$ cat config.mk
export PLATFORM = sky130hd
export DESIGN_NAME = fc_flatten_buf
export DESIGN_NICKNAME = d
export VERILOG_FILES = /design/src/rtl/cnn_pkg.sv /design/src/rtl/fc_flat_bank.sv /design/src/rtl/fc_flatten_buf.sv
export SDC_FILE = /design/constraint.sdc
export NUM_CORES = 1
export LEC_CHECK = 0
export ABC_AREA = 1
export BUFFER_PORTS_ARGS = -buffer_cell sky130_fd_sc_hd__buf_2
export CAP_MARGIN = 30
export CORE_ASPECT_RATIO = 0.5
export CORE_MARGIN = 2
export CORE_UTILIZATION = 45
export CTS_CLUSTER_DIAMETER = 60
export DETAILED_ROUTE_END_ITERATION = 8
export GPL_TIMING_DRIVEN = 0
export PLACE_DENSITY = 0.67
export SKIP_CTS_REPAIR_TIMING = 1
export SYNTH_ARGS = -nofsm -noshare
export SYNTH_HDL_FRONTEND = slang
export SYNTH_SLANG_ARGS = --single-unit
$ cat constraint.sdc
create_clock -name clk -period 3.3 [get_ports clk]
set_input_delay 0.66 -clock clk [delete_from_list [all_inputs] [get_ports clk]]
set_output_delay 0.66 -clock clk [all_outputs]
set_load 0.05 [all_outputs]
$ cat src/rtl/cnn_pkg.sv
// cnn_pkg: shared defaults and read-FSM state type for the flatten buffer
package cnn_pkg;
  localparam int DATA_W_DEF = 8;
  localparam int N_DEF = 8;
  typedef enum logic [1:0] {IDLE, BURST, GAPW} rd_state_t;
endpackage

$ cat src/rtl/fc_flat_bank.sv
// fc_flat_bank: N x DATA_W register bank with write port, tail zero-fill and combinational read
// ports: clk; we/waddr/wdata write one entry; zero_en clears every entry at or above zfrom
// (a write to the same entry wins); raddr/rdata asynchronous read
module fc_flat_bank import cnn_pkg::*; #(
  parameter int DATA_W = DATA_W_DEF,
  parameter int N = N_DEF,
  localparam int AW = N > 1 ? $clog2(N) : 1,
  localparam int CW = $clog2(N + 1)
) (
  input  logic              clk,
  input  logic              we,
  input  logic [AW-1:0]     waddr,
  input  logic [DATA_W-1:0] wdata,
  input  logic              zero_en,
  input  logic [CW-1:0]     zfrom,
  input  logic [AW-1:0]     raddr,
  output logic [DATA_W-1:0] rdata
);
  logic [DATA_W-1:0] mem [N];
  always_ff @(posedge clk)
    for (int i = 0; i < N; i++)
      if (we && waddr == AW'(i)) mem[i] <= wdata;
      else if (zero_en && CW'(i) >= zfrom) mem[i] <= '0;
  assign rdata = mem[raddr];
endmodule

$ cat src/rtl/fc_flatten_buf.sv
// fc_flatten_buf: ping-pong frame buffer turning a pooled sample stream into gapped N-sample bursts
// ports: clk, rst (sync, active-high); in_valid/in_ready/in_data upstream handshake;
// flush closes a partial frame (zero padded); out_valid/out_data/out_last registered burst output
// build option: FLAT_RELU_EN stores negative samples as 0
module fc_flatten_buf import cnn_pkg::*; #(
  parameter int DATA_W = DATA_W_DEF,
  parameter int N = N_DEF,
  parameter int GAP = 1
) (
  input  logic              clk,
  input  logic              rst,
  input  logic              in_valid,
  output logic              in_ready,
  input  logic [DATA_W-1:0] in_data,
  input  logic              flush,
  output logic              out_valid,
  output logic [DATA_W-1:0] out_data,
  output logic              out_last
);
  localparam int AW = N > 1 ? $clog2(N) : 1;
  localparam int CW = $clog2(N + 1);
  localparam int GW = 4;
  logic [CW-1:0] wr_idx, k_eff, rd_idx, nxt_idx;
  logic [GW-1:0] gap_cnt, nxt_gap;
  logic [1:0] full, full_nxt;
  logic [DATA_W-1:0] wdata, rdata0, rdata1, rdata, od;
  logic wr_bank, rd_bank, acc, fill, do_flush, close, free, emit, ov, ol;
  rd_state_t state, nxt;
  assign acc = in_valid & in_ready;
  assign fill = acc && wr_idx == CW'(N - 1);
  // fill level after this cycle's sample; a flush that coincides with the
  // frame-completing sample sees an empty frame and does nothing
  assign k_eff = wr_idx + CW'(acc);
  assign do_flush = flush && !fill && k_eff != '0;
  assign close = fill | do_flush;
`ifdef FLAT_RELU_EN
  assign wdata = in_data[DATA_W-1] ? '0 : in_data;
`else
  assign wdata = in_data;
`endif
  fc_flat_bank #(.DATA_W(DATA_W), .N(N)) u_bank0 (
    .clk(clk), .we(acc && !wr_bank), .waddr(wr_idx[AW-1:0]), .wdata(wdata),
    .zero_en(do_flush && !wr_bank), .zfrom(k_eff), .raddr(rd_idx[AW-1:0]), .rdata(rdata0)
  );
  fc_flat_bank #(.DATA_W(DATA_W), .N(N)) u_bank1 (
    .clk(clk), .we(acc && wr_bank), .waddr(wr_idx[AW-1:0]), .wdata(wdata),
    .zero_en(do_flush && wr_bank), .zfrom(k_eff), .raddr(rd_idx[AW-1:0]), .rdata(rdata1)
  );
  assign rdata = rd_bank ? rdata1 : rdata0;
  always_comb begin
    full_nxt = full;
    if (free) full_nxt[rd_bank] = 1'b0;
    if (close) full_nxt[wr_bank] = 1'b1;
  end
  // the bank is released as its last entry is registered, so the writer can
  // reuse it while that entry is still on out_data; the final gap cycle
  // checks for a waiting frame itself so the gap is exactly GAP cycles
  always_comb begin
    emit = (state == IDLE || (state == GAPW && gap_cnt == GW'(GAP - 1))) ? full[rd_bank]
         : (state == BURST && rd_idx != CW'(N));
    nxt = state;
    nxt_idx = rd_idx;
    nxt_gap = gap_cnt;
    free = 1'b0;
    ov = 1'b0;
    od = '0;
    ol = 1'b0;
    if (emit) begin
      nxt = BURST;
      nxt_idx = rd_idx + 1'b1;
      ov = 1'b1;
      od = rdata;
      ol = rd_idx == CW'(N - 1);
      free = ol;
    end else if (state == BURST) begin
      nxt = GAPW;
      nxt_idx = '0;
      nxt_gap = '0;
    end else if (state == GAPW) begin
      nxt = gap_cnt == GW'(GAP - 1) ? IDLE : GAPW;
      nxt_gap = gap_cnt + 1'b1;
    end
  end
  always_ff @(posedge clk)
    if (rst) begin
      state <= IDLE;
      full <= '0;
      wr_idx <= '0;
      wr_bank <= 1'b0;
      rd_bank <= 1'b0;
      rd_idx <= '0;
      gap_cnt <= '0;
      in_ready <= 1'b1;
      out_valid <= 1'b0;
      out_data <= '0;
      out_last <= 1'b0;
    end else begin
      state <= nxt;
      full <= full_nxt;
      wr_idx <= close ? '0 : k_eff;
      wr_bank <= wr_bank ^ close;
      rd_bank <= rd_bank ^ free;
      rd_idx <= nxt_idx;
      gap_cnt <= nxt_gap;
      in_ready <= !full_nxt[wr_bank ^ close];
      out_valid <= ov;
      out_data <= od;
      out_last <= ol;
    end
endmodule
==> flow_summary.yaml <==
placement:
  place_congestion: 0.979
  dp_slack_ns: -0.320
  detailedPlacementHpwl_um: 15100
  port_buffers: 22
logic_synthesis:
  asyncSetResetFlopFracSynth_pct: 0
  synth.cell_area_um2: 7330
  synth_seq_area_share_pct: 59.0
  synth.ff_latch_count: 160
  synth_edf_count: 112
  synthCells: 788
  postSynthNetCount: 809
  synthDistinctLibCells: 34
  synth_top_flop_cell: "sky130_fd_sc_hd__edfxtp_1"
  postSynthAreaPerCell_um2: 9.31
  synth_warnings: 0
final_layout:
  fillerInstances: 1377
  layout.nets: 859
  multi_input_area_um2: 2620
  final-seq-area_um2: 4320
  utilization_pct: 53.4
  num_antenna_cells: 0
  post_route_cells_drive_above_1_share_pct: 11.8
  area_growth_pct: 13.9
timing:
  timing.final.setup_violations: 0
  hold_violations: 0
  worst_slack_ns: 0.258
  timing.max_slew.rel_slack_pct: 32.3
  worst_slew_pin_slew_ns: 1.00
  timing_max_transition_violations_final: 0
  final_period_demand_of_the_worst_path_ns: 3.04
  max_clock_freq_ghz: 0.329
  worst_clock_skew_ns: 0.0126
  rsz0062_at_grt: "no"
  fin_worst_hold_slack_ns: 0.473
  min_period_over_period_pct: 92.2
setup_path:
  worstReg2RegStart: "in_ready"
  path_depth: 11
  worst_path_dominant_cell_family: "buffers and inverters"
  reg2reg_depth: 10
  arrival_ns: 3.18
  critical_path.max_stage_delay_ns: 0.49
  critical-path-slowest-cell: "sky130_fd_sc_hd__o21ai_1"
  setup.worst_path.end_class: "flop"
  timing.critical_path.mode_cell: "sky130_fd_sc_hd__nand2_1"
  worst-endpoint-required_ns: 3.44
  crit_start: "in_valid"
  crit_path_end: "u_bank0.mem[1][7]"
  critical_path_type: "in2reg"
  crit_path_cell_trace: "buf_2, nand2_1, inv_1, ha_1, ha_1, xnor2_1, nand2_1, inv_1, nand2_1, o21ai_1, buf_2"
  setup.reg_to_reg.worst_slack_ns: 0.27
  critical_path.n_buffers_inverters: 4
  path_max_fanout: 5
  start_kind: "input port"
  reg2reg_to: "u_bank0.mem[1][7]"
cts:
  clock_tree.htree_level_count: 4
  cts_tree: "yes"
  cts_buffer_depth: 2
  cts_sinks: 160
  path_clk_slew_ns: 0.07
  clk_root_buffer_cell: "sky130_fd_sc_hd__clkbuf_16"
  cts-buffers-inserted: 17
  clock_latency_ns: 0.44
grt:
  groute.usage.overall_pct: 25.9
  largest_net_degree_at_the_start_of_global_routing: 17
  wire_length_of_the_first_global_routing_pass_um: 32300
  grt_antenna_before_repair: 0
  grt_pass1_vias: 5655
  overflow: 0
pwr:
  p_leak_nw: 3.05
  power.share.clock_pct: 30.4
  vdd_ir_drop_max_mv: 0.415
  sw_frac_of_total_pct: 37.3
  power.total_mw: 6.56
  seq_power_share_pct: 40.3
  combinationalPowerShare_pct: 29.3
  power.density_nw_per_um2: 785
  internal_power_mw: 4.11
  net-switching-power_mw: 2.45
floorplanning:
  die_x_um: 185
  fp.dieH_um: 94.3
  std_cell_rows: 32
  io_pins: 23
  fp.coreArea_um2: 15700
  floorplan.initialDensity_pct: 46.9
  total_die_area_um2: 17400
route:
  via_count: 6048
  ant_nets: 0
  drc: 0
  viasPerCell: 5.64
  route.detailed.wl_per_inst_um: 19.8
  drt_first_pass_iters: 5
  drt_first_iter_violations: 804
  drt_wl_total_um: 21300
min_path:
  hp-class: "reg2reg"
run_status:
  status: "complete, no violations"
flow_run:
  max_cap_viol_count: 0
## cells in the final DEF (no fill, tap or decap), types with 2 or more instances in the layout
cell type / instances
sky130_fd_sc_hd__a21oi_1: 81
sky130_fd_sc_hd__nand4_1: 3
sky130_fd_sc_hd__a21oi_4: 2
sky130_fd_sc_hd__buf_1: 2
sky130_fd_sc_hd__nand2_2: 2
sky130_fd_sc_hd__o21ai_0: 108
sky130_fd_sc_hd__nor2_4: 13
sky130_fd_sc_hd__inv_8: 4
sky130_fd_sc_hd__o221ai_1: 6
sky130_fd_sc_hd__inv_4: 3
sky130_fd_sc_hd__xnor2_1: 2
sky130_fd_sc_hd__o21ai_1: 7
sky130_fd_sc_hd__nor2_1: 145
sky130_fd_sc_hd__inv_1: 38
sky130_fd_sc_hd__dfxtp_1: 48
sky130_fd_sc_hd__o22ai_1: 11
sky130_fd_sc_hd__ha_1: 9
sky130_fd_sc_hd__nand3_1: 22
sky130_fd_sc_hd__xor2_1: 2
sky130_fd_sc_hd__nor3_1: 7
sky130_fd_sc_hd__edfxtp_1: 112
sky130_fd_sc_hd__buf_2: 35
sky130_fd_sc_hd__nor2_2: 5
sky130_fd_sc_hd__o211ai_1: 2
sky130_fd_sc_hd__inv_2: 4
sky130_fd_sc_hd__clkbuf_16: 17
sky130_fd_sc_hd__inv_6: 5
sky130_fd_sc_hd__nand2_1: 97
sky130_fd_sc_hd__buf_4: 3
sky130_fd_sc_hd__clkbuf_1: 44
## cell type report
class | instances | share of cell area, %
clock inverter | 13 | 1.69
timing repair buffer | 31 | 1.92
tap | 221 | 3.31
inverter | 45 | 2.08
clock buffer | 19 | 5.30
sequential | 160 | 51.8
multi-input combinational | 530 | 31.4
buffer | 53 | 2.56
## worst min-delay path: stages (launching register included)
cell and delay (ns):
sky130_fd_sc_hd__dfxtp_1 0.31, sky130_fd_sc_hd__o21ai_0 0.06, sky130_fd_sc_hd__a21oi_1 0.06
## how the worst min path moves through the flow
| stage | start | endpoint | slack, ns | cells after the start |
|---|---|---|---|---|
| floorplan | u_bank1.mem[4][0] | u_bank1.mem[4][0] | 0.45 | 2 |
| global placement | u_bank1.mem[4][1] | u_bank1.mem[4][1] | 0.45 | 2 |
| detailed placement | u_bank1.mem[4][5] | u_bank1.mem[4][5] | 0.46 | 2 |
| CTS | u_bank1.mem[4][5] | u_bank1.mem[4][5] | 0.47 | 2 |
| global route | u_bank1.mem[4][5] | u_bank1.mem[4][5] | 0.50 | 2 |
| finish | u_bank1.mem[4][0] | u_bank1.mem[4][0] | 0.47 | 2 |
## per-layer routing
layer  GRT usage [%]  part of all wire [%]  vias to the layer above
met3            6.59                    12                       48
met2            36.7                    41                      322
met4            10.5                   2.5                        0
li1                -                     -                     2809
met5               0                     0                        -
met1            37.5                    44                     2869
## metrics by stage
step / TNS [ns] / area (um2) / instances
detailed placement: -4.72 / 7750 / 1037
CTS: 0 / 8340 / 1069
finish: 0 / 8360 / 1072
global route: 0 / 8360 / 1072
global placement: -15.51 / 7720 / 1031
floorplan: 0 / 7330 / 788
## cell families after synthesis
group                    share of synthesized area (%)
XOR/XNOR                                         0.478
flip-flops                                        59.0
AO/OA/AOI/OAI                                     16.0
multiplexers                                     0.136
AND/OR/NAND/NOR                                   17.6
adder cells (fa/ha/maj)                           1.54
buffers and inverters                             5.29
## registers in the layout, summed over array words and instances, names as in the netlist, named ones only
signal	cells
state	2
full	2
rd_idx	4
gap_cnt	4
rd_bank	1
u_bank0.mem	64
wr_idx	4
out_valid	1
u_bank1.mem	64
out_last	1
in_ready	1
wr_bank	1
out_data	8
## cell usage after synthesis (5+ instances only)
| master | instances | area (um2) |
|---|---|---|
| sky130_fd_sc_hd__a21oi_1 | 81 | 405 |
| sky130_fd_sc_hd__buf_2 | 6 | 30.0 |
| sky130_fd_sc_hd__clkbuf_1 | 43 | 161 |
| sky130_fd_sc_hd__dfxtp_1 | 48 | 961 |
| sky130_fd_sc_hd__edfxtp_1 | 112 | 3360 |
| sky130_fd_sc_hd__ha_1 | 9 | 113 |
| sky130_fd_sc_hd__inv_1 | 38 | 143 |
| sky130_fd_sc_hd__nand2_1 | 97 | 364 |
| sky130_fd_sc_hd__nand3_1 | 22 | 110 |
| sky130_fd_sc_hd__nor2_1 | 145 | 544 |
| sky130_fd_sc_hd__nor2_2 | 5 | 31.3 |
| sky130_fd_sc_hd__nor2_4 | 13 | 146 |
| sky130_fd_sc_hd__nor3_1 | 7 | 35.0 |
| sky130_fd_sc_hd__o21ai_0 | 110 | 551 |
| sky130_fd_sc_hd__o21ai_1 | 5 | 25.0 |
| sky130_fd_sc_hd__o221ai_1 | 6 | 52.6 |
| sky130_fd_sc_hd__o22ai_1 | 11 | 68.8 |
## power groups by stage
stage               registers, mW  logic (mW)  clock network [mW]
detailed placement           2.68        1.86                   0
floorplan                    2.80        1.11                   0
global placement             2.68        1.81                   0
CTS                          2.64        1.86                1.99
finish                       2.64        1.92                1.99
global route                 2.67        2.10                2.07
Note: power is estimated with default switching activity, not from simulation.
